## src/rtl/maze_solver_if.sv

```systemverilog
// maze_solver_if
//   Bundles the request and walk-report signals of the maze solver.
//   master (requester / player logic):
//     out start, maze_data[255:0], start_x/start_y, goal_x/goal_y
//     in  curr_x/curr_y, step_valid, step_count[9:0], busy, done, found
//   slave (maze_solver): the same signals with directions reversed.
interface maze_solver_if;
  logic         start;
  logic [255:0] maze_data;
  logic [3:0]   start_x;
  logic [3:0]   start_y;
  logic [3:0]   goal_x;
  logic [3:0]   goal_y;
  logic [3:0]   curr_x;
  logic [3:0]   curr_y;
  logic         step_valid;
  logic [9:0]   step_count;
  logic         busy;
  logic         done;
  logic         found;

  modport master (
    output start, maze_data, start_x, start_y, goal_x, goal_y,
    input  curr_x, curr_y, step_valid, step_count, busy, done, found
  );

  modport slave (
    input  start, maze_data, start_x, start_y, goal_x, goal_y,
    output curr_x, curr_y, step_valid, step_count, busy, done, found
  );
endinterface

```

## src/rtl/maze_solver.sv

```systemverilog
// maze_solver
//   Right-hand wall follower over a 16x16 bitmap (bit x+16*y = 1 is open).
//   On start the bitmap, start and goal cells are snapshotted; the walker
//   then moves one cell per clock, trying right-turn, straight, left-turn
//   and back in that order, until it reaches the goal, hits the step cap,
//   or finds itself on a closed or isolated cell.
// Ports
//   clk    system clock, rising edge
//   rst_n  asynchronous active-low reset
//   bus    maze_solver_if.slave: request inputs and walk-report outputs
// Parameters
//   MAX_STEPS  step cap, 1..1023
module maze_solver #(
  parameter int unsigned MAX_STEPS = 1023
) (
  input  logic         clk,
  input  logic         rst_n,
  maze_solver_if.slave bus
);

  typedef enum logic [1:0] {IDLE, RUN, DONE} state_t;

  localparam logic [1:0] HEAD_UP    = 2'd0;
  localparam logic [1:0] HEAD_RIGHT = 2'd1;
  localparam logic [1:0] HEAD_DOWN  = 2'd2;
  localparam logic [1:0] HEAD_LEFT  = 2'd3;
  localparam logic [9:0] STEP_CAP   = 10'(MAX_STEPS);

  state_t       state, state_next;
  logic [255:0] snap, snap_next;
  logic [3:0]   goal_x, goal_x_next, goal_y, goal_y_next;
  logic [3:0]   curr_x, curr_x_next, curr_y, curr_y_next;
  logic [1:0]   heading, heading_next;
  logic [9:0]   step_count, step_count_next;
  logic         step_valid, step_valid_next;
  logic         found, found_next;

  logic         move_ok;
  logic [1:0]   move_dir;
  logic [3:0]   move_x, move_y;
  logic [1:0]   cand_dir;
  logic [8:0]   cand_res;

  // Returns {open, ny, nx} for the neighbour of (x,y) in direction dir.
  // Out-of-range neighbours are reported closed, so there is no wrap-around.
  function automatic logic [8:0] probe(input logic [1:0] dir, input logic [3:0] x,
                                       input logic [3:0] y, input logic [255:0] map);
    logic       in_bounds;
    logic [3:0] nx, ny;
    in_bounds = 1'b0;
    nx = x;
    ny = y;
    case (dir)
      HEAD_UP:    begin in_bounds = (y != 4'd0);  ny = y - 4'd1; end
      HEAD_RIGHT: begin in_bounds = (x != 4'd15); nx = x + 4'd1; end
      HEAD_DOWN:  begin in_bounds = (y != 4'd15); ny = y + 4'd1; end
      HEAD_LEFT:  begin in_bounds = (x != 4'd0);  nx = x - 4'd1; end
    endcase
    return {in_bounds && map[{ny, nx}], ny, nx};
  endfunction

  // Candidate i (0..3) is heading + (i ^ 1): +1 right, +0 straight,
  // +3 left, +2 back. Scanning from the lowest priority upward lets the
  // highest-priority open candidate overwrite the rest.
  always_comb begin
    move_ok  = 1'b0;
    move_dir = heading;
    move_x   = curr_x;
    move_y   = curr_y;
    cand_dir = heading;
    cand_res = '0;
    for (int i = 3; i >= 0; i--) begin
      cand_dir = heading + (2'(i) ^ 2'b01);
      cand_res = probe(cand_dir, curr_x, curr_y, snap);
      if (cand_res[8]) begin
        move_ok  = 1'b1;
        move_dir = cand_dir;
        move_x   = cand_res[3:0];
        move_y   = cand_res[7:4];
      end
    end
  end

  always_comb begin
    state_next      = state;
    snap_next       = snap;
    goal_x_next     = goal_x;
    goal_y_next     = goal_y;
    curr_x_next     = curr_x;
    curr_y_next     = curr_y;
    heading_next    = heading;
    step_count_next = step_count;
    step_valid_next = 1'b0;
    found_next      = found;
    case (state)
      IDLE, DONE: begin
        if (bus.start) begin
          state_next      = RUN;
          snap_next       = bus.maze_data;
          goal_x_next     = bus.goal_x;
          goal_y_next     = bus.goal_y;
          curr_x_next     = bus.start_x;
          curr_y_next     = bus.start_y;
          heading_next    = HEAD_RIGHT;
          step_count_next = '0;
          found_next      = 1'b0;
        end
      end
      RUN: begin
        // The walker only ever enters open cells, so a closed current cell
        // can only be seen on the first RUN cycle (a closed start cell).
        if (!snap[{curr_y, curr_x}]) begin
          state_next = DONE;
          found_next = 1'b0;
        end else if (curr_x == goal_x && curr_y == goal_y) begin
          state_next = DONE;
          found_next = 1'b1;
        end else if (step_count == STEP_CAP) begin
          state_next = DONE;
          found_next = 1'b0;
        end else if (move_ok) begin
          curr_x_next     = move_x;
          curr_y_next     = move_y;
          heading_next    = move_dir;
          step_count_next = step_count + 10'd1;
          step_valid_next = 1'b1;
        end else begin
          state_next = DONE;
          found_next = 1'b0;
        end
      end
      default: state_next = IDLE;
    endcase
  end

  always_ff @(posedge clk or negedge rst_n) begin
    if (!rst_n) begin
      state      <= IDLE;
      snap       <= '0;
      goal_x     <= '0;
      goal_y     <= '0;
      curr_x     <= '0;
      curr_y     <= '0;
      heading    <= HEAD_RIGHT;
      step_count <= '0;
      step_valid <= 1'b0;
      found      <= 1'b0;
    end else begin
      state      <= state_next;
      snap       <= snap_next;
      goal_x     <= goal_x_next;
      goal_y     <= goal_y_next;
      curr_x     <= curr_x_next;
      curr_y     <= curr_y_next;
      heading    <= heading_next;
      step_count <= step_count_next;
      step_valid <= step_valid_next;
      found      <= found_next;
    end
  end

  assign bus.curr_x     = curr_x;
  assign bus.curr_y     = curr_y;
  assign bus.step_valid = step_valid;
  assign bus.step_count = step_count;
  assign bus.busy       = (state == RUN);
  assign bus.done       = (state == DONE);
  assign bus.found      = found;

endmodule

```

## src/flat_wrapper.sv

```systemverilog
// flat-port wrapper written by rule: the top's interface ports become plain ports
module maze_solver_flat 
#(
  parameter int unsigned MAX_STEPS = 1023
)
  (clk, rst_n, bus_start, bus_maze_data, bus_start_x, bus_start_y, bus_goal_x, bus_goal_y, bus_curr_x, bus_curr_y, bus_step_valid, bus_step_count, bus_busy, bus_done, bus_found);
  maze_solver_if bus_i ();
  input  logic clk;
  input  logic rst_n;
  input wire logic [$bits(bus_i.start)-1:0] bus_start;
  input wire logic [$bits(bus_i.maze_data)-1:0] bus_maze_data;
  input wire logic [$bits(bus_i.start_x)-1:0] bus_start_x;
  input wire logic [$bits(bus_i.start_y)-1:0] bus_start_y;
  input wire logic [$bits(bus_i.goal_x)-1:0] bus_goal_x;
  input wire logic [$bits(bus_i.goal_y)-1:0] bus_goal_y;
  output wire logic [$bits(bus_i.curr_x)-1:0] bus_curr_x;
  output wire logic [$bits(bus_i.curr_y)-1:0] bus_curr_y;
  output wire logic [$bits(bus_i.step_valid)-1:0] bus_step_valid;
  output wire logic [$bits(bus_i.step_count)-1:0] bus_step_count;
  output wire logic [$bits(bus_i.busy)-1:0] bus_busy;
  output wire logic [$bits(bus_i.done)-1:0] bus_done;
  output wire logic [$bits(bus_i.found)-1:0] bus_found;
  assign bus_i.start = bus_start;
  assign bus_i.maze_data = bus_maze_data;
  assign bus_i.start_x = bus_start_x;
  assign bus_i.start_y = bus_start_y;
  assign bus_i.goal_x = bus_goal_x;
  assign bus_i.goal_y = bus_goal_y;
  assign bus_curr_x = bus_i.curr_x;
  assign bus_curr_y = bus_i.curr_y;
  assign bus_step_valid = bus_i.step_valid;
  assign bus_step_count = bus_i.step_count;
  assign bus_busy = bus_i.busy;
  assign bus_done = bus_i.done;
  assign bus_found = bus_i.found;
  maze_solver #(.MAX_STEPS(MAX_STEPS)) u_core (.clk(clk), .rst_n(rst_n), .bus(bus_i));
endmodule
```

## config.mk

```make
export PLATFORM = sky130hd
export DESIGN_NAME = maze_solver_flat
export DESIGN_NICKNAME = d
export VERILOG_FILES = /design/src/rtl/maze_solver_if.sv /design/src/rtl/maze_solver.sv /design/src/flat_wrapper.sv
export SDC_FILE = /design/constraint.sdc
export NUM_CORES = 1
export LEC_CHECK = 0
export ABC_CLOCK_PERIOD_IN_PS = 6300
export BUFFER_PORTS_ARGS = -buffer_cell sky130_fd_sc_hd__buf_2
export CAP_MARGIN = 20
export CORE_UTILIZATION = 25
export DETAILED_ROUTE_END_ITERATION = 8
export PLACE_DENSITY = 0.43
export SYNTH_ARGS = -nofsm -noshare
export SYNTH_HDL_FRONTEND = slang
export SYNTH_SLANG_ARGS = --single-unit
```

## constraint.sdc

```tcl
create_clock -name clk -period 6.3 [get_ports clk]
set_input_delay 0.315 -clock clk [delete_from_list [all_inputs] [get_ports clk]]
set_output_delay 0.315 -clock clk [all_outputs]
set_load 0.02 [all_outputs]
```

# After elaboration in Yosys (flattened, before gate mapping)
# Cells that the tools add are included.
[word_totals]
mem_bits_rw = 0
elab_cells = 149
inputBits = 275
n_memories = 0
regBits = 288
mem_bits_ro = 0
latch_bits = 0
out_inout_bits = 22
[classes]
n_reduce_logical = 20
eq_ne = 28
n_shift = 0
bitwise = 0
mux = 78
n_addsub = 8
multipliers = 0
div = 0
magnitude_cmp = 5
[ops]
columns = ["op", "count"]
rows = [
  ["one-hot mux 4 bit (2 select lines)", 10],
  ["two-way mux 4 bit", 18],
  ["two-way mux 10 bit", 5],
  ["< comparator 8 x 9 -> 1 bit (second input constant)", 5],
  ["binary-select mux 1 bit (select 8 bit)", 5],
  ["two-way mux 2 bit", 13],
  ["one-hot mux 10 bit (2 select lines)", 1],
  ["two-way mux 1 bit", 19],
  ["== test 2 bit (second input constant)", 9],
  ["one-hot mux 1 bit (4 select lines)", 4],
  ["adder 10 x 1 -> 10 bit (second input constant)", 1],
  ["== test 10 bit (second input constant)", 1],
  ["== test 2 x 1 -> 1 bit (second input constant)", 5],
  ["logical NOT 2 bit", 5],
  ["adder 4 x 1 -> 4 bit (second input constant)", 2],
  ["== test 4 bit", 2],
  ["!= test 4 bit (second input constant)", 2],
  ["one-hot mux 2 bit (2 select lines)", 2],
  ["AND reduction 8 bit", 1],
  ["nonzero test 4 bit", 2],
  ["subtractor 4 x 1 -> 4 bit (second input constant)", 2],
  ["AND reduction 7 bit", 1],
  ["!= test 2 bit (second input constant)", 3],
  ["AND reduction 6 bit", 1],
  ["other kinds (13)", 20],
]

# Longest topological paths before layout
[logic_depth]
ltp_word = 15
ltp_mapped = 20
ltp_nobuf = 15

# Worst setup path before layout
# OpenSTA, ideal clock, no wires.
[synth_path]
path_kind = "register to register"
start = "reg u_core.heading[0]"
end = "reg u_core.step_count[8] (netlist: u_core.bus.step_count[8])"
n_path_buf = 3
arrival_ns = 4.094
setup_ns = 0.124
slack_ns = 2.082
required_ns = 6.176
period_less_slack_ns = 4.218
stages_incl_launch_ff = 18
path_cell_list = "dfstp_2 > buf_4 > inv_1 > ha_1 > buf_2 > mux2_2 > a31oi_4 > mux4_2 > nor3_1 > a211oi_1 > a2111oi_0 > o41a_1 > o211ai_2 > a2bb2oi_4 > a31oi_4 > buf_6 > nor4b_4 > a211o_1"
[synth_between]
elab_chain_len = 12
word_cells_on_any_way = 49
cone_classes = "add/sub (3); eq/ne (13); mux (24); reduce/logical (9)"
[synth_rtl]
columns = ["item", "line_no", "text"]
rows = [
  ["from (decl)", "maze_solver.sv:33", "logic [1:0] heading, heading_next;"],
  ["from (signal assigned)", "maze_solver.sv:155", "heading <= heading_next;"],
  ["adder 2 bit", "maze_solver.sv:73", "cand_dir = heading + (2'(i) ^ 2'b01);"],
  ["== test 2 bit, or another cell as far along", "maze_solver.sv:53", "case (dir)"],
  ["one-hot mux 4 bit (2 select lines)", "maze_solver.sv:53", ""],
  ["binary-select mux 1 bit (select 8 bit)", "maze_solver.sv:59", "return {in_bounds && map[{ny, nx}], ny, nx};"],
  ["two-way mux 1 bit (not written as such)", "maze_solver.sv:59", ""],
  ["logical AND 1 bit", "maze_solver.sv:59", ""],
  ["two-way mux 1 bit (3 in a row)", "maze_solver.sv:75", "if (cand_res[8]) begin"],
  ["two-way mux 1 bit *", "maze_solver.sv:75", ""],
  ["!= test 2 x 1 -> 1 bit (no source line) *", "n/a", ""],
  ["AND reduction 6 bit (no source line) *", "n/a", ""],
  ["to (signal assigned)", "maze_solver.sv:156", "step_count <= step_count_next;"],
  ["to (decl)", "maze_solver.sv:34", "logic [9:0] step_count, step_count_next;"],
]
# Every way passes the cells marked *; elsewhere a longest branch is shown, timed or not. The select of a mux whose other input is x is not followed.
# A chain may end at the register's enable or synchronous reset.

# Final worst setup path
[layout_path]
start = "reg u_core.heading[0]"
end = "reg u_core.curr_x[1] (netlist: u_core.bus.curr_x[1])"
[layout_between]
elab_chain_len = 14
word_cells_on_any_way = 59
cone_classes = "add/sub (3); eq/ne (14); mux (33); reduce/logical (9)"
[layout_rtl]
columns = ["item", "line_no", "text"]
rows = [
  ["adder 2 bit", "maze_solver.sv:73", ""],
  ["== test 2 bit, or another cell as far along", "maze_solver.sv:53", ""],
  ["one-hot mux 4 bit (2 select lines)", "maze_solver.sv:53", ""],
  ["binary-select mux 1 bit (select 8 bit)", "maze_solver.sv:59", ""],
  ["two-way mux 1 bit (not written as such)", "maze_solver.sv:59", ""],
  ["logical AND 1 bit", "maze_solver.sv:59", ""],
  ["two-way mux 4 bit (3 in a row)", "maze_solver.sv:75", ""],
  ["two-way mux 4 bit", "maze_solver.sv:121", "end else if (move_ok) begin"],
  ["two-way mux 4 bit", "maze_solver.sv:118", "end else if (step_count == STEP_CAP) begin"],
  ["two-way mux 4 bit", "maze_solver.sv:115", "end else if (curr_x == goal_x && curr_y == goal_y) begin"],
  ["two-way mux 4 bit", "maze_solver.sv:112", "if (!snap[{curr_y, curr_x}]) begin"],
  ["one-hot mux 4 bit (2 select lines)", "maze_solver.sv:95", "case (state)"],
  ["to (signal assigned)", "maze_solver.sv:153", "curr_x <= curr_x_next;"],
  ["to (decl)", "maze_solver.sv:32", "logic [3:0] curr_x, curr_x_next, curr_y, curr_y_next;"],
]
# Parallel ways exist; a longest one is shown, timed or not. The select of a mux whose other input is x is not followed.

==> flow_summary.ini <==
[run_status]
outcome = completed

[pwr]
p_sw_share_pct = 55.5
pwr-share-comb_pct = 73.0
totalPowerFinal_mw = 24.4
pwr-share-seq_pct = 18.3
internal_power_mw = 10.9
switchingPower_mw = 13.5
power_leakage_nw = 16.2
max-vdd-ir-drop_uv = 392
cellPowerDensity_nw_per_um2 = 704
clockPowerShare_pct = 8.8

[route]
routed-via-count = 28500
antenna_left = 0
totalWireLength_microns = 133000
wire_per_inst_microns = 25.1
drc = 0
drt_first_pass_iters = 5
via_per_inst = 5.37
first_iter_violations = 2675

[synth]
syn_inst = 3367
adder_and_majority_gate_portion_of_the_synthesized_area_pct = 0.633
async_flop_share_pct = 100
synthDominantCellAreaShare_pct = 26.0
postSynth.topFlopCell = sky130_fd_sc_hd__dfrtp_1
synth_area_in_compound_gates_pct = 13.0
synth.yosys.seq_area_share_pct = 26.1
post_synth_and_or_nand_nor_area_fraction_pct = 24.2
synth_edf_count = 0
post_synthesis_mux_area_share_pct = 29.4
synthesis.nets = 3656
synth_area_leaders = sky130_fd_sc_hd__dfrtp_1 (26%), sky130_fd_sc_hd__mux2i_1 (18%), sky130_fd_sc_hd__nand2_1 (14%)
ys_warn_count = 0
synth-xor-area-share_pct = 0.660
number_of_register_bits_inferred_by_synthesis = 288
synth_top_area_cell = sky130_fd_sc_hd__dfrtp_1
cell_area_after_synthesis_sq_um = 27700
synth.lib_cells_used.distinct = 107
synth_top_family_by_area = multiplexers
syn_area_per_cell_sq_um = 8.21

[grt]
grt_pass1_vias = 27900
maximum_number_of_pins_on_one_net_before_global_route_repair = 150
initial_antenna_violation_count = 0
grt_pass1_wl_microns = 195000
globalRouteOverflowTotal = 0
grt_use_total_pct = 23.2

[clock_tree]
cts.sink_count = 288
worst_skew_pair.late_latency_ns = 0.60
max-clock-path-buffers = 3
total_setup_buffers_inserted_after_cts = 0
tritoncts = built
number_of_buffers_created_by_cts = 37
cts_htree_levels = 2
path_clk_slew_ns = 0.05
clk_root_buffer_cell = sky130_fd_sc_hd__clkbuf_16

[worst_setup_path]
worst-setup-path-type = reg -> reg
worstSetupStartpointType = flip-flop
regToRegStartpoint = u_core.heading[0]
crit_path_end_kind = flip-flop
worstPathRequired_ns = 6.77
worstPathMaxFanout = 40
cp.arrival_ns = 5.89
r2r_setup_slack_ns = 0.88
r2r.worst_path.cells = 16
worst_r2r_endpoint = u_core.bus.curr_x[1]
origin_of_the_worst_setup_path = u_core.heading[0]

[floorplanning]
dieWidth_microns = 335
top_level_ports = 297
core_area_sq_um = 109000
core.rowCount = 121
die_extent_in_y_microns = 335
initial_utilization_pct = 25.3
die-area_sq_um = 112000

[placed_design]
io_buffer_count = 296
dp_hpwl_microns = 96500
gp_congestion = 0.954
detailed_place.area_sq_um = 30800

[min_path]
min_path_cells = 2
timing.hold.worst_endpoint = u_core.bus.curr_y[0]
holdCritPathClass = in -> reg
min-delay-start = bus_start_y[0]

[finish]
layout.core_utilization_pct = 31.7
layout-drive-gt1-share_pct = 18.4
areaGrowthSynthToFinish_pct = 25.2
finalNetCount = 4096
stdcell_area_sq_um = 34600

[sta]
drv_slew = 0
grt_setup_unrepaired = no
totalNegativeSetupSlack_ns = 0
fin_crit_sh_pct = 86.0
tightestPinTransition_ns = 1.17
period_minus_slack_ns = 5.42
hold_violations = 0
timing.fmax_ghz = 0.185
fin_worst_hold_slack_ns = 0.0498
final_setup_violation_count = 0
maxSlewHeadroom_pct = 22.2
clock_skew_ns = 0.0241

[run]
max_cap_violations = 0
==> layout by cell type, fill, tap and decap left out, types with 11 or more instances in the layout <==
| cell | synthesis | layout |
|---|---|---|
| sky130_fd_sc_hd__nor4_1 | 18 | 18 |
| sky130_fd_sc_hd__a21o_1 | 11 | 11 |
| sky130_fd_sc_hd__nor2_1 | 202 | 200 |
| sky130_fd_sc_hd__o211ai_1 | 33 | 33 |
| sky130_fd_sc_hd__o21ai_1 | 12 | 11 |
| sky130_fd_sc_hd__buf_2 | 69 | 295 |
| sky130_fd_sc_hd__o22ai_1 | 16 | 16 |
| sky130_fd_sc_hd__inv_1 | 16 | 16 |
| sky130_fd_sc_hd__mux2i_1 | 489 | 489 |
| sky130_fd_sc_hd__nor2b_1 | 11 | 11 |
| sky130_fd_sc_hd__dlygate4sd3_1 | 0 | 265 |
| sky130_fd_sc_hd__nand4_1 | 22 | 22 |
| sky130_fd_sc_hd__ha_1 | 14 | 11 |
| sky130_fd_sc_hd__a221oi_1 | 17 | 17 |
| sky130_fd_sc_hd__nand2b_1 | 20 | 19 |
| sky130_fd_sc_hd__a211o_1 | 15 | 15 |
| sky130_fd_sc_hd__xor2_1 | 11 | 11 |
| sky130_fd_sc_hd__dfrtp_1 | 287 | 284 |
| sky130_fd_sc_hd__nand3_1 | 167 | 167 |
| sky130_fd_sc_hd__clkbuf_16 | 0 | 39 |
| sky130_fd_sc_hd__nand2_1 | 1030 | 1030 |
| sky130_fd_sc_hd__a21oi_1 | 67 | 66 |
| sky130_fd_sc_hd__buf_12 | 1 | 17 |
| sky130_fd_sc_hd__a311oi_1 | 21 | 21 |
| sky130_fd_sc_hd__and3_1 | 19 | 18 |
| sky130_fd_sc_hd__nor3_1 | 35 | 34 |
| sky130_fd_sc_hd__o21ai_0 | 126 | 125 |
| sky130_fd_sc_hd__buf_4 | 54 | 123 |
| sky130_fd_sc_hd__mux2_2 | 19 | 19 |
| sky130_fd_sc_hd__mux4_2 | 128 | 128 |
| sky130_fd_sc_hd__a211oi_1 | 33 | 33 |
| sky130_fd_sc_hd__a31oi_1 | 21 | 21 |
==> critical path: stages (launching register included) <==
cell	delay, ns
sky130_fd_sc_hd__dfstp_2	0.65
sky130_fd_sc_hd__inv_1	0.17
sky130_fd_sc_hd__ha_1	0.41
sky130_fd_sc_hd__mux2_2	0.38
sky130_fd_sc_hd__a31oi_4	0.66
sky130_fd_sc_hd__buf_12	0.34
sky130_fd_sc_hd__mux4_1	0.34
sky130_fd_sc_hd__and2_1	0.17
sky130_fd_sc_hd__a2111oi_0	0.55
sky130_fd_sc_hd__o41ai_1	0.18
sky130_fd_sc_hd__and4_1	0.25
sky130_fd_sc_hd__and4_4	0.18
sky130_fd_sc_hd__a2bb2oi_4	0.18
sky130_fd_sc_hd__a31oi_4	0.19
sky130_fd_sc_hd__nor2_4	0.16
sky130_fd_sc_hd__inv_2	0.12
sky130_fd_sc_hd__mux2_4	0.31
==> what timing repair did <==
item,in CTS,in global routing
resized for setup,0,0
endpoints found under the hold margin,296,0
hold buffers,265,0
==> how the worst max path moves through the flow <==
stage / to / slack [ns] / cells past startpoint
finish: u_core.bus.curr_x[1] / 0.88 / 16
global route: u_core.bus.curr_x[2] / 0.64 / 16
CTS: u_core.bus.curr_x[1] / 0.97 / 16
detailed placement: u_core.bus.curr_x[1] / 0.98 / 16
global placement: u_core.bus.curr_x[3] / 0.99 / 16
floorplan: u_core.bus.step_count[8] / 2.08 / 17
==> final cells by class <==
type | instances | area, sq um
Antenna cell | 1 | 2.50
Fill cell | 11800 | 74700
Clock buffer | 49 | 1030
Timing Repair Buffer | 702 | 5420
Inverter | 18 | 67.6
Multi-Input combinational cell | 2760 | 18900
Tap cell | 1476 | 1850
Clock inverter | 11 | 144
Sequential cell | 288 | 7220
==> registers in the layout (all words and copies together) (netlist names) <==
signal	count
u_core.snap	256
u_core.bus.step_count	10
u_core.bus.curr_x	4
u_core.bus.curr_y	4
u_core.goal_x	4
u_core.goal_y	4
u_core.heading	2
u_core.state	2
u_core.bus.found	1
u_core.bus.step_valid	1
==> layer usage <==
metal / vias up / wire, microns / share of wire, % / global-route usage [%]
met2: 1106 / 61000 / 46 / 37.4
met4: 0 / 4650 / 3.5 / 8.00
li1: 13000 / - / - / -
met3: 225 / 8180 / 6.2 / 3.00
met1: 14200 / 59200 / 44 / 31.9
met5: - / 0 / 0 / 0
==> synthesized netlist by cell type (12+ instances only) <==
| cell type | number |
|---|---|
| sky130_fd_sc_hd__nand4_1 | 22 |
| sky130_fd_sc_hd__o21ai_1 | 12 |
| sky130_fd_sc_hd__nor3_1 | 35 |
| sky130_fd_sc_hd__buf_1 | 25 |
| sky130_fd_sc_hd__a221oi_1 | 17 |
| sky130_fd_sc_hd__a21oi_1 | 67 |
| sky130_fd_sc_hd__a211oi_1 | 33 |
| sky130_fd_sc_hd__clkbuf_1 | 128 |
| sky130_fd_sc_hd__dfrtp_1 | 287 |
| sky130_fd_sc_hd__buf_6 | 22 |
| sky130_fd_sc_hd__o22ai_1 | 16 |
| sky130_fd_sc_hd__nor4_1 | 18 |
| sky130_fd_sc_hd__a311oi_1 | 21 |
| sky130_fd_sc_hd__a211o_1 | 15 |
| sky130_fd_sc_hd__and3_1 | 19 |
| sky130_fd_sc_hd__a31oi_1 | 21 |
| sky130_fd_sc_hd__nand3_1 | 167 |
| sky130_fd_sc_hd__mux4_2 | 128 |
| sky130_fd_sc_hd__mux2_2 | 19 |
| sky130_fd_sc_hd__o21ai_0 | 126 |
| sky130_fd_sc_hd__nor2_1 | 202 |
| sky130_fd_sc_hd__inv_1 | 16 |
| sky130_fd_sc_hd__o211ai_1 | 33 |
| sky130_fd_sc_hd__nand2b_1 | 20 |
| sky130_fd_sc_hd__ha_1 | 14 |
| sky130_fd_sc_hd__buf_4 | 54 |
| sky130_fd_sc_hd__nand2_1 | 1030 |
| sky130_fd_sc_hd__mux2i_1 | 489 |
| sky130_fd_sc_hd__buf_2 | 69 |
==> logic make-up after synthesis <==
| family | count (synthesis) |
|---|---|
| fa+ha+maj | 14 |
| mux | 645 |
| xor+xnor | 17 |
| compound gates | 502 |
| flops | 288 |
| buf+inv | 319 |
| simple gates | 1582 |
==> power by group through the flow <==
stage,Combinational (mW),Clock [mW],Sequential (mW)
after floorplan,11.7,0,3.55
after global placement,17.3,0,4.44
after detailed placement,17.3,0,4.46
after CTS,17.5,2.23,4.43
after global routing,18.8,2.28,4.59
final,17.8,2.14,4.46
==> stage by stage <==
stage,worst slack [ns],std cells
4_1_cts,0.967,5303
6_report,0.883,5305
5_1_grt,0.639,5304
3_3_place_gp,0.986,4978
2_1_floorplan,2.08,3367
3_5_place_dp,0.975,4978
Note: power is estimated with default switching activity, not from simulation.
